**config.mk**
```make
export PLATFORM = sky130hd
export DESIGN_NAME = mcdt_dist
export DESIGN_NICKNAME = d
export VERILOG_FILES = /design/src/rtl/mcdt_dist.sv
export SDC_FILE = /design/constraint.sdc
export NUM_CORES = 2
export LEC_CHECK = 0
export CORE_MARGIN = 2
export CORE_UTILIZATION = 25
export CTS_BUF_LIST = sky130_fd_sc_hd__clkbuf_8
export CTS_CLUSTER_SIZE = 25
export DETAILED_ROUTE_END_ITERATION = 10
export PLACE_DENSITY = 0.42
export RECOVER_POWER = 25
export SYNTH_ARGS = -nofsm -noshare
export SYNTH_HDL_FRONTEND = slang
export SYNTH_SLANG_ARGS = --single-unit
```
**constraint.sdc**
```tcl
create_clock -name clk_i -period 64.7 [get_ports clk_i]
set_input_delay 12.94 -clock clk_i [delete_from_list [all_inputs] [get_ports clk_i]]
set_output_delay 12.94 -clock clk_i [all_outputs]
set_load 0.02 [all_outputs]
```
**src/rtl/mcdt_dist.sv**
```systemverilog
// mcdt_dist: routes a tagged (data, valid, id) stream into three independent show-ahead FIFOs.
// Optional saturating drop counter for id-3 words is enabled by defining MCDT_DIST_DROPCNT_EN.
module mcdt_dist #(
    parameter int unsigned DW    = 32,
    parameter int unsigned DEPTH = 16
) (
    input  logic          clk_i,
    input  logic          rst_i,
    input  logic [DW-1:0] in_data_i,
    input  logic          in_val_i,
    input  logic [1:0]    in_id_i,
    output logic          in_ready_o,
    output logic [DW-1:0] ch0_data_o,
    output logic          ch0_valid_o,
    input  logic          ch0_ready_i,
    output logic [4:0]    ch0_level_o,
    output logic [DW-1:0] ch1_data_o,
    output logic          ch1_valid_o,
    input  logic          ch1_ready_i,
    output logic [4:0]    ch1_level_o,
    output logic [DW-1:0] ch2_data_o,
    output logic          ch2_valid_o,
    input  logic          ch2_ready_i,
    output logic [4:0]    ch2_level_o,
    output logic [7:0]    drop_cnt_o
);

    localparam int unsigned NCH = 3;
    localparam int unsigned LW  = 5;
    localparam int unsigned PW  = (DEPTH > 1) ? $clog2(DEPTH) : 1;

    logic [NCH-1:0] w_ch_ready;
    logic [NCH-1:0] w_full;
    logic [NCH-1:0] w_valid;
    logic [DW-1:0]  w_head  [NCH];
    logic [LW-1:0]  w_level [NCH];

    assign w_ch_ready = {ch2_ready_i, ch1_ready_i, ch0_ready_i};

    // Stream accept: only the addressed FIFO's fullness matters; id 3 is always taken.
    always_comb begin
        in_ready_o = 1'b1;
        case (in_id_i)
            2'd0:    in_ready_o = ~w_full[0];
            2'd1:    in_ready_o = ~w_full[1];
            2'd2:    in_ready_o = ~w_full[2];
            default: in_ready_o = 1'b1;
        endcase
    end

    for (genvar g = 0; g < NCH; g++) begin : g_ch
        logic [DW-1:0] r_mem [DEPTH];
        logic [PW-1:0] r_wr_ptr;
        logic [PW-1:0] r_rd_ptr;
        logic [LW-1:0] r_level;
        logic          r_valid;
        logic          w_wr;
        logic          w_rd;
        logic [LW-1:0] w_level_nxt;

        assign w_full[g] = (r_level == LW'(DEPTH));
        assign w_wr      = in_val_i && (in_id_i == 2'(g)) && !w_full[g];
        assign w_rd      = r_valid && w_ch_ready[g];

        // Level counter decides full/empty; simultaneous read and write leave it unchanged.
        always_comb begin
            w_level_nxt = r_level;
            case ({w_wr, w_rd})
                2'b10:   w_level_nxt = r_level + LW'(1);
                2'b01:   w_level_nxt = r_level - LW'(1);
                default: w_level_nxt = r_level;
            endcase
        end

        always_ff @(posedge clk_i or posedge rst_i) begin
            if (rst_i) begin
                for (int i = 0; i < int'(DEPTH); i++) begin
                    r_mem[PW'(i)] <= '0;
                end
                r_wr_ptr <= '0;
                r_rd_ptr <= '0;
                r_level  <= '0;
                r_valid  <= 1'b0;
            end else begin
                if (w_wr) begin
                    r_mem[r_wr_ptr] <= in_data_i;
                    r_wr_ptr        <= r_wr_ptr + PW'(1);
                end
                if (w_rd) begin
                    r_rd_ptr <= r_rd_ptr + PW'(1);
                end
                r_level <= w_level_nxt;
                r_valid <= (w_level_nxt != '0);
            end
        end

        assign w_head[g]  = r_mem[r_rd_ptr];
        assign w_level[g] = r_level;
        assign w_valid[g] = r_valid;
    end

    assign ch0_data_o  = w_head[0];
    assign ch1_data_o  = w_head[1];
    assign ch2_data_o  = w_head[2];
    assign ch0_valid_o = w_valid[0];
    assign ch1_valid_o = w_valid[1];
    assign ch2_valid_o = w_valid[2];
    assign ch0_level_o = w_level[0];
    assign ch1_level_o = w_level[1];
    assign ch2_level_o = w_level[2];

`ifdef MCDT_DIST_DROPCNT_EN
    logic [7:0] r_drop_cnt;

    // Saturating count of discarded id-3 words.
    always_ff @(posedge clk_i or posedge rst_i) begin
        if (rst_i) begin
            r_drop_cnt <= '0;
        end else if (in_val_i && (in_id_i == 2'd3) && (r_drop_cnt != 8'hFF)) begin
            r_drop_cnt <= r_drop_cnt + 8'd1;
        end
    end

    assign drop_cnt_o = r_drop_cnt;
`else
    assign drop_cnt_o = '0;
`endif

endmodule
```
* Word-level counts from Yosys, hierarchy flattened
Index checks and enable logic that the tools add are counted.
** Storage, ports and cells
- Register bits :: 1578
- Latch bits :: 0
- Bits in writable memories :: 0
- Memory bits (read-only) :: 0
- Input bits :: 40
- Output and inout port bits :: 123
- Word-level logic and storage cells :: 146
- Memories kept :: 0
** Cells by class
- Add/sub/neg operators :: 12
- Multipliers :: 0
- Div/mod/pow operators :: 0
- $lt $le $gt $ge :: 9
- Equality and inequality tests :: 11
- Shift-type cells :: 0
- Mux-type cells :: 22
- Bitwise logic cells :: 10
- Reductions and logical operators :: 22
** Operators by type and width (number)
- 512-bit bitwise mux :: 3
- 32-bit binary-select mux with 4-bit select :: 3
- 32-bit demux with 4-bit select :: 3
- 32-bit 2-to-1 mux :: 9
- 5-bit greater-or-equal comparator, second input constant :: 6
- 4-bit NOT with 5-bit output :: 6
- 5-bit case mux with 2 select lines :: 3
- 4-bit by 1-bit adder with 4-bit output, second input constant :: 6
- 5-bit by 1-bit adder with 5-bit output, second input constant :: 3
- 5-bit equality test, second input constant :: 3
- 5-bit by 1-bit less-than comparator with 1-bit output, second input constant :: 3
- 5-bit nonzero test :: 3
- 5-bit by 1-bit subtractor with 5-bit output, second input constant :: 3
- 1-bit logical AND :: 12
- 2-bit by 1-bit equality test with 1-bit output, second input constant :: 4
- 2-bit equality test, second input constant :: 4
- 2-bit AND reduction :: 3
- 1-bit NOT :: 4
- 1-bit logical NOT :: 3
- 1-bit case mux with 3 select lines :: 1
- 2-bit logical NOT :: 1

* Longest topological paths before layout
- Depth after elaboration :: 6
- Gate-level depth with buffers :: 16
- Gate-level depth less buffers :: 12

* Worst setup path before layout
Ideal clock, no wire load.
- Path kind :: input -> register
- Start :: in rst_i
- End :: reg g_ch[0].r_mem[128] in the netlist's numbering (enable)
- Setup time :: 0.468 ns
- Arrival time :: 35.256 ns
- Data required time :: 64.232 ns
- Setup slack :: 28.976 ns
- Stages on the path :: 3
- Cell sequence :: inv_1 nand3_1 nor3b_1
** Between the ends
- Word-level cells in the longest chain between the ends :: 2
** Ends and longest elaborated chain
- start: declaration :: line 8 : input logic rst_i,
- 1-bit NOT (no line)
- 2-bit AND reduction (no line)
- end signal: indexed assignment :: line 86 : r_mem[r_wr_ptr] <= in_data_i;
- end: declaration :: line 52 : logic [DW-1:0] r_mem [DEPTH];
Every way passes these cells.
A chain may end at the register's enable or synchronous reset.

* Final worst setup path
- Start :: in in_id_i[1]
- End :: out in_ready_o
** Between the ends
- Word-level cells in the longest chain between the ends :: 2
** Ends and longest elaborated chain
- start: declaration :: line 11 : input logic [1:0] in_id_i,
- 2-bit equality test (tied with other cells) :: line 43 : case (in_id_i)
- 1-bit case mux with 3 select lines * :: line 43
- end: declaration :: line 12 : output logic in_ready_o,
Every way passes the cells marked *; elsewhere a longest branch is shown, timed or not.

==> flow_metrics.env <==
export IMPL_yosysWarnings=0
export IMPL_clkLatencyLatePin_ns=1.04
export IMPL_drv_slew=1659
export IMPL_worstPathRequired_ns=51.76
export IMPL_grt_usage_pct=13.55
export IMPL_synth_cell_types=51
export IMPL_post_route_period_util_pct=42.20
export IMPL_die_area_mm2=0.2679
export IMPL_dp_hpwl_um=97480
export IMPL_layout_nets=3658
export IMPL_tightest_slew_ns=4.584
export IMPL_place_gp_congestion=0.6809
export IMPL_cts_sinks=1578
export IMPL_fp_row_count=188
export IMPL_period_minus_slack_ns=27.30
export IMPL_ctsLongestPathBuffers=4
export IMPL_antenna_found_initial=8
export IMPL_grt_pass1_wl_um=265400
export IMPL_postCtsSetupRepairBufs=0
export IMPL_ys_seq_area_share_pct=65.72
export IMPL_violations="max-capacitance violations, max-slew violations"
export IMPL_grt_pass1_vias=36590
export IMPL_cp_common_cell="clkdlybuf4s50_1"
export IMPL_start_kind="input pin"
export IMPL_layout_common_cells="dfrtp_1, edfxtp_1, mux2_2"
export IMPL_setup_viol=0
export IMPL_power_per_cell_area_mw_per_mm2=46.59
export IMPL_drt_iter0_drc=2016
export IMPL_cts_root_buf="clkbuf_8"
export IMPL_area_growth_pct=16.17
export IMPL_initial_core_util_pct=25.14
export IMPL_fill_cells=25840
export IMPL_synth_area_mm2=0.06594
export IMPL_finClkSkew_ns=0.07314
export IMPL_synthFlopType="dfrtp_1"
export IMPL_holdBufCountCts=0
export IMPL_synthCells=3334
export IMPL_cp_arrival_ns=14.36
export IMPL_ys_ff_latch=1578
export IMPL_dieWidth_um=517.6
export IMPL_ctsResizeCount=0
export IMPL_crit_type="in2out"
export IMPL_final_hold_violation_count=0
export IMPL_cp_slowest_cell="clkdlybuf4s50_1"
export IMPL_numCtsBuffers=303
export IMPL_grt_overflow=0
export IMPL_fin_util_pct=29.20
export IMPL_drive_gt1_share_pct=45.05
export IMPL_crit_path_max_fanout=5
export IMPL_crit_chain="clkdlybuf4s50_1 -> mux2i_1 -> o21ai_0 -> clkdlybuf4s50_1"
export IMPL_fmax_ghz=0.03662
export IMPL_viasPerCell=4.520
export IMPL_critPathCaptureType="output port"
export IMPL_outcome="complete, but fails checks"
export IMPL_drt_pass1_iterations=5
export IMPL_leakage_nw=29.45
export IMPL_layout_commonest_cell="dfrtp_1"
export IMPL_critPathMaxStageDelay_ns=0.63
export IMPL_synth_edf_count=768
export IMPL_vdd_drop_max_v=0.00003688
export IMPL_async_flop_share_pct=51.33
export IMPL_core_area_mm2=0.2623
export IMPL_hold_class="reg2reg"
export IMPL_io_pins=163
export IMPL_routed_wl_um=181900
export IMPL_finalSetupTns_ns=0
export IMPL_die_y_um=517.6
export IMPL_finalNonFillerCells=7341
export IMPL_clk_pin_slew_worst_paths_ns=0.06
export IMPL_maxCapViolations=33
export IMPL_rsz0062_at_grt="false"
export IMPL_ant_nets=0
export IMPL_cts_tree="built"
export IMPL_io_buffer_count=154
export IMPL_place_inst=6804
export IMPL_cts_htree_levels=5
export IMPL_vias=33180
export IMPL_drc_errors=0
export IMPL_avgSynthCellArea_um2=19.78
export IMPL_wl_per_cell_um=24.78
export IMPL_grt_max_degree=151
export IMPL_relSlewSlack_pct=-205.6
==> per-stage QoR <==
| stage | cell area [um2] | hold slack [ns] | worst slack (ns) | power, mW |
|---|---|---|---|---|
| detailed placement | 71160 | 0.4589 | 37.40 | 2.717 |
| global placement | 71160 | 0.4546 | 37.27 | 2.704 |
| finish | 76600 | 0.4649 | 37.40 | 3.569 |
| CTS | 76630 | 0.4708 | 37.39 | 3.654 |
| floorplan | 65960 | 0.4532 | 28.94 | 2.241 |
| global route | 76590 | 0.4874 | 37.34 | 3.778 |
==> Yosys cell counts (3+ instances only) <==
master / n / area, um2
dfrtp_1: 810 / 20270
edfxtp_1: 768 / 23060
mux2_2: 737 / 8299
mux4_2: 480 / 10810
clkbuf_1: 138 / 518.0
buf_2: 72 / 360.4
buf_4: 39 / 292.8
mux2_1: 37 / 416.7
xnor2_1: 26 / 227.7
ha_1: 24 / 300.3
buf_1: 18 / 67.56
and3_1: 14 / 87.58
buf_6: 14 / 157.7
nand3_1: 13 / 65.06
nor2_1: 13 / 48.80
o21ai_0: 13 / 65.06
inv_1: 12 / 45.04
and2_1: 11 / 68.82
nand2_1: 11 / 41.29
xor2_1: 10 / 87.58
a21oi_1: 9 / 45.04
and4b_1: 7 / 70.07
nand4_1: 6 / 37.54
nand4b_2: 6 / 90.09
nor3b_1: 6 / 45.04
a22o_1: 4 / 35.03
nand3b_1: 3 / 22.52
nor2b_1: 3 / 18.77
o21a_1: 3 / 22.52
==> final cells by class <==
cell class	instances	area [um2]	area share [%]
Sequential cell	1578	43370	56.62
Inverter	13	50.05	0.06534
Tap cell	3515	4398	5.742
Clock buffer	334	4597	6.001
Timing Repair Buffer	229	1942	2.535
Clock inverter	199	875.8	1.143
Antenna cell	4	10.01	0.01307
Multi-Input combinational cell	1469	21360	27.88
==> report_power, final <==
group	total, mW	switching, mW	internal (mW)	leakage [nW]
sequential	1.45	0.176	1.27	17.4
clock	0.909	0.426	0.483	3.31
combinational	1.21	0.546	0.664	8.78
total	3.57	1.15	2.42	29.5
==> worst paths after layout <==
kind | slack [ns] | end | start | cells past startpoint
setup / recovery | 37.40 | in_ready_o | in_id_i[1] | 4
setup reg to reg | 60.83 | ch1_valid_o | ch1_level_o[1] | 12
hold / removal | 0.46 | g_ch[2].r_rd_ptr[3] | g_ch[2].r_rd_ptr[3] | 1
max in group asynchronous | 46.82 | g_ch[0].r_mem[327] | rst_i | 5
min in group asynchronous | 13.87 | g_ch[2].r_mem[500] | rst_i | 2
hold reg to reg | 0.46 | g_ch[2].r_rd_ptr[3] | g_ch[2].r_rd_ptr[3] | 1
==> critical path, delay by kind of cell <==
kind | cells | cell delay [ns]
compound gates | 1 | 0.16
mux | 1 | 0.09
buf+inv | 2 | 1.18
==> metal layers <==
| metal | track usage, % | share of wire [%] | up-vias |
|---|---|---|---|
| met2 | 20.39 | 45 | 673 |
| met4 | 3.756 | 2.1 | 4 |
| met3 | 2.686 | 4.2 | 286 |
| li1 | - | - | 13790 |
| met1 | 19.75 | 49 | 18440 |
| met5 | 0 | 0.013 | - |
==> logic make-up after synthesis <==
family	Yosys count	synth area share (%)
other	1	0.005687
XOR/XNOR	36	0.4782
AO/OA/AOI/OAI	39	0.3966
flip-flops	1578	65.72
AND/OR/NAND/NOR	107	1.125
adder cells (fa/ha/maj)	24	0.4554
buffers and inverters	294	2.192
multiplexers	1255	29.63
==> registers in the layout, summed over array words and instances (netlist names) <==
register	cells
ch1_level_o	5
ch2_valid_o	1
ch2_level_o	5
g_ch.r_rd_ptr	12
g_ch.r_mem	1536
ch1_valid_o	1
ch0_level_o	5
ch0_valid_o	1
g_ch.r_wr_ptr	12
Note: power is estimated with default switching activity, not from simulation.
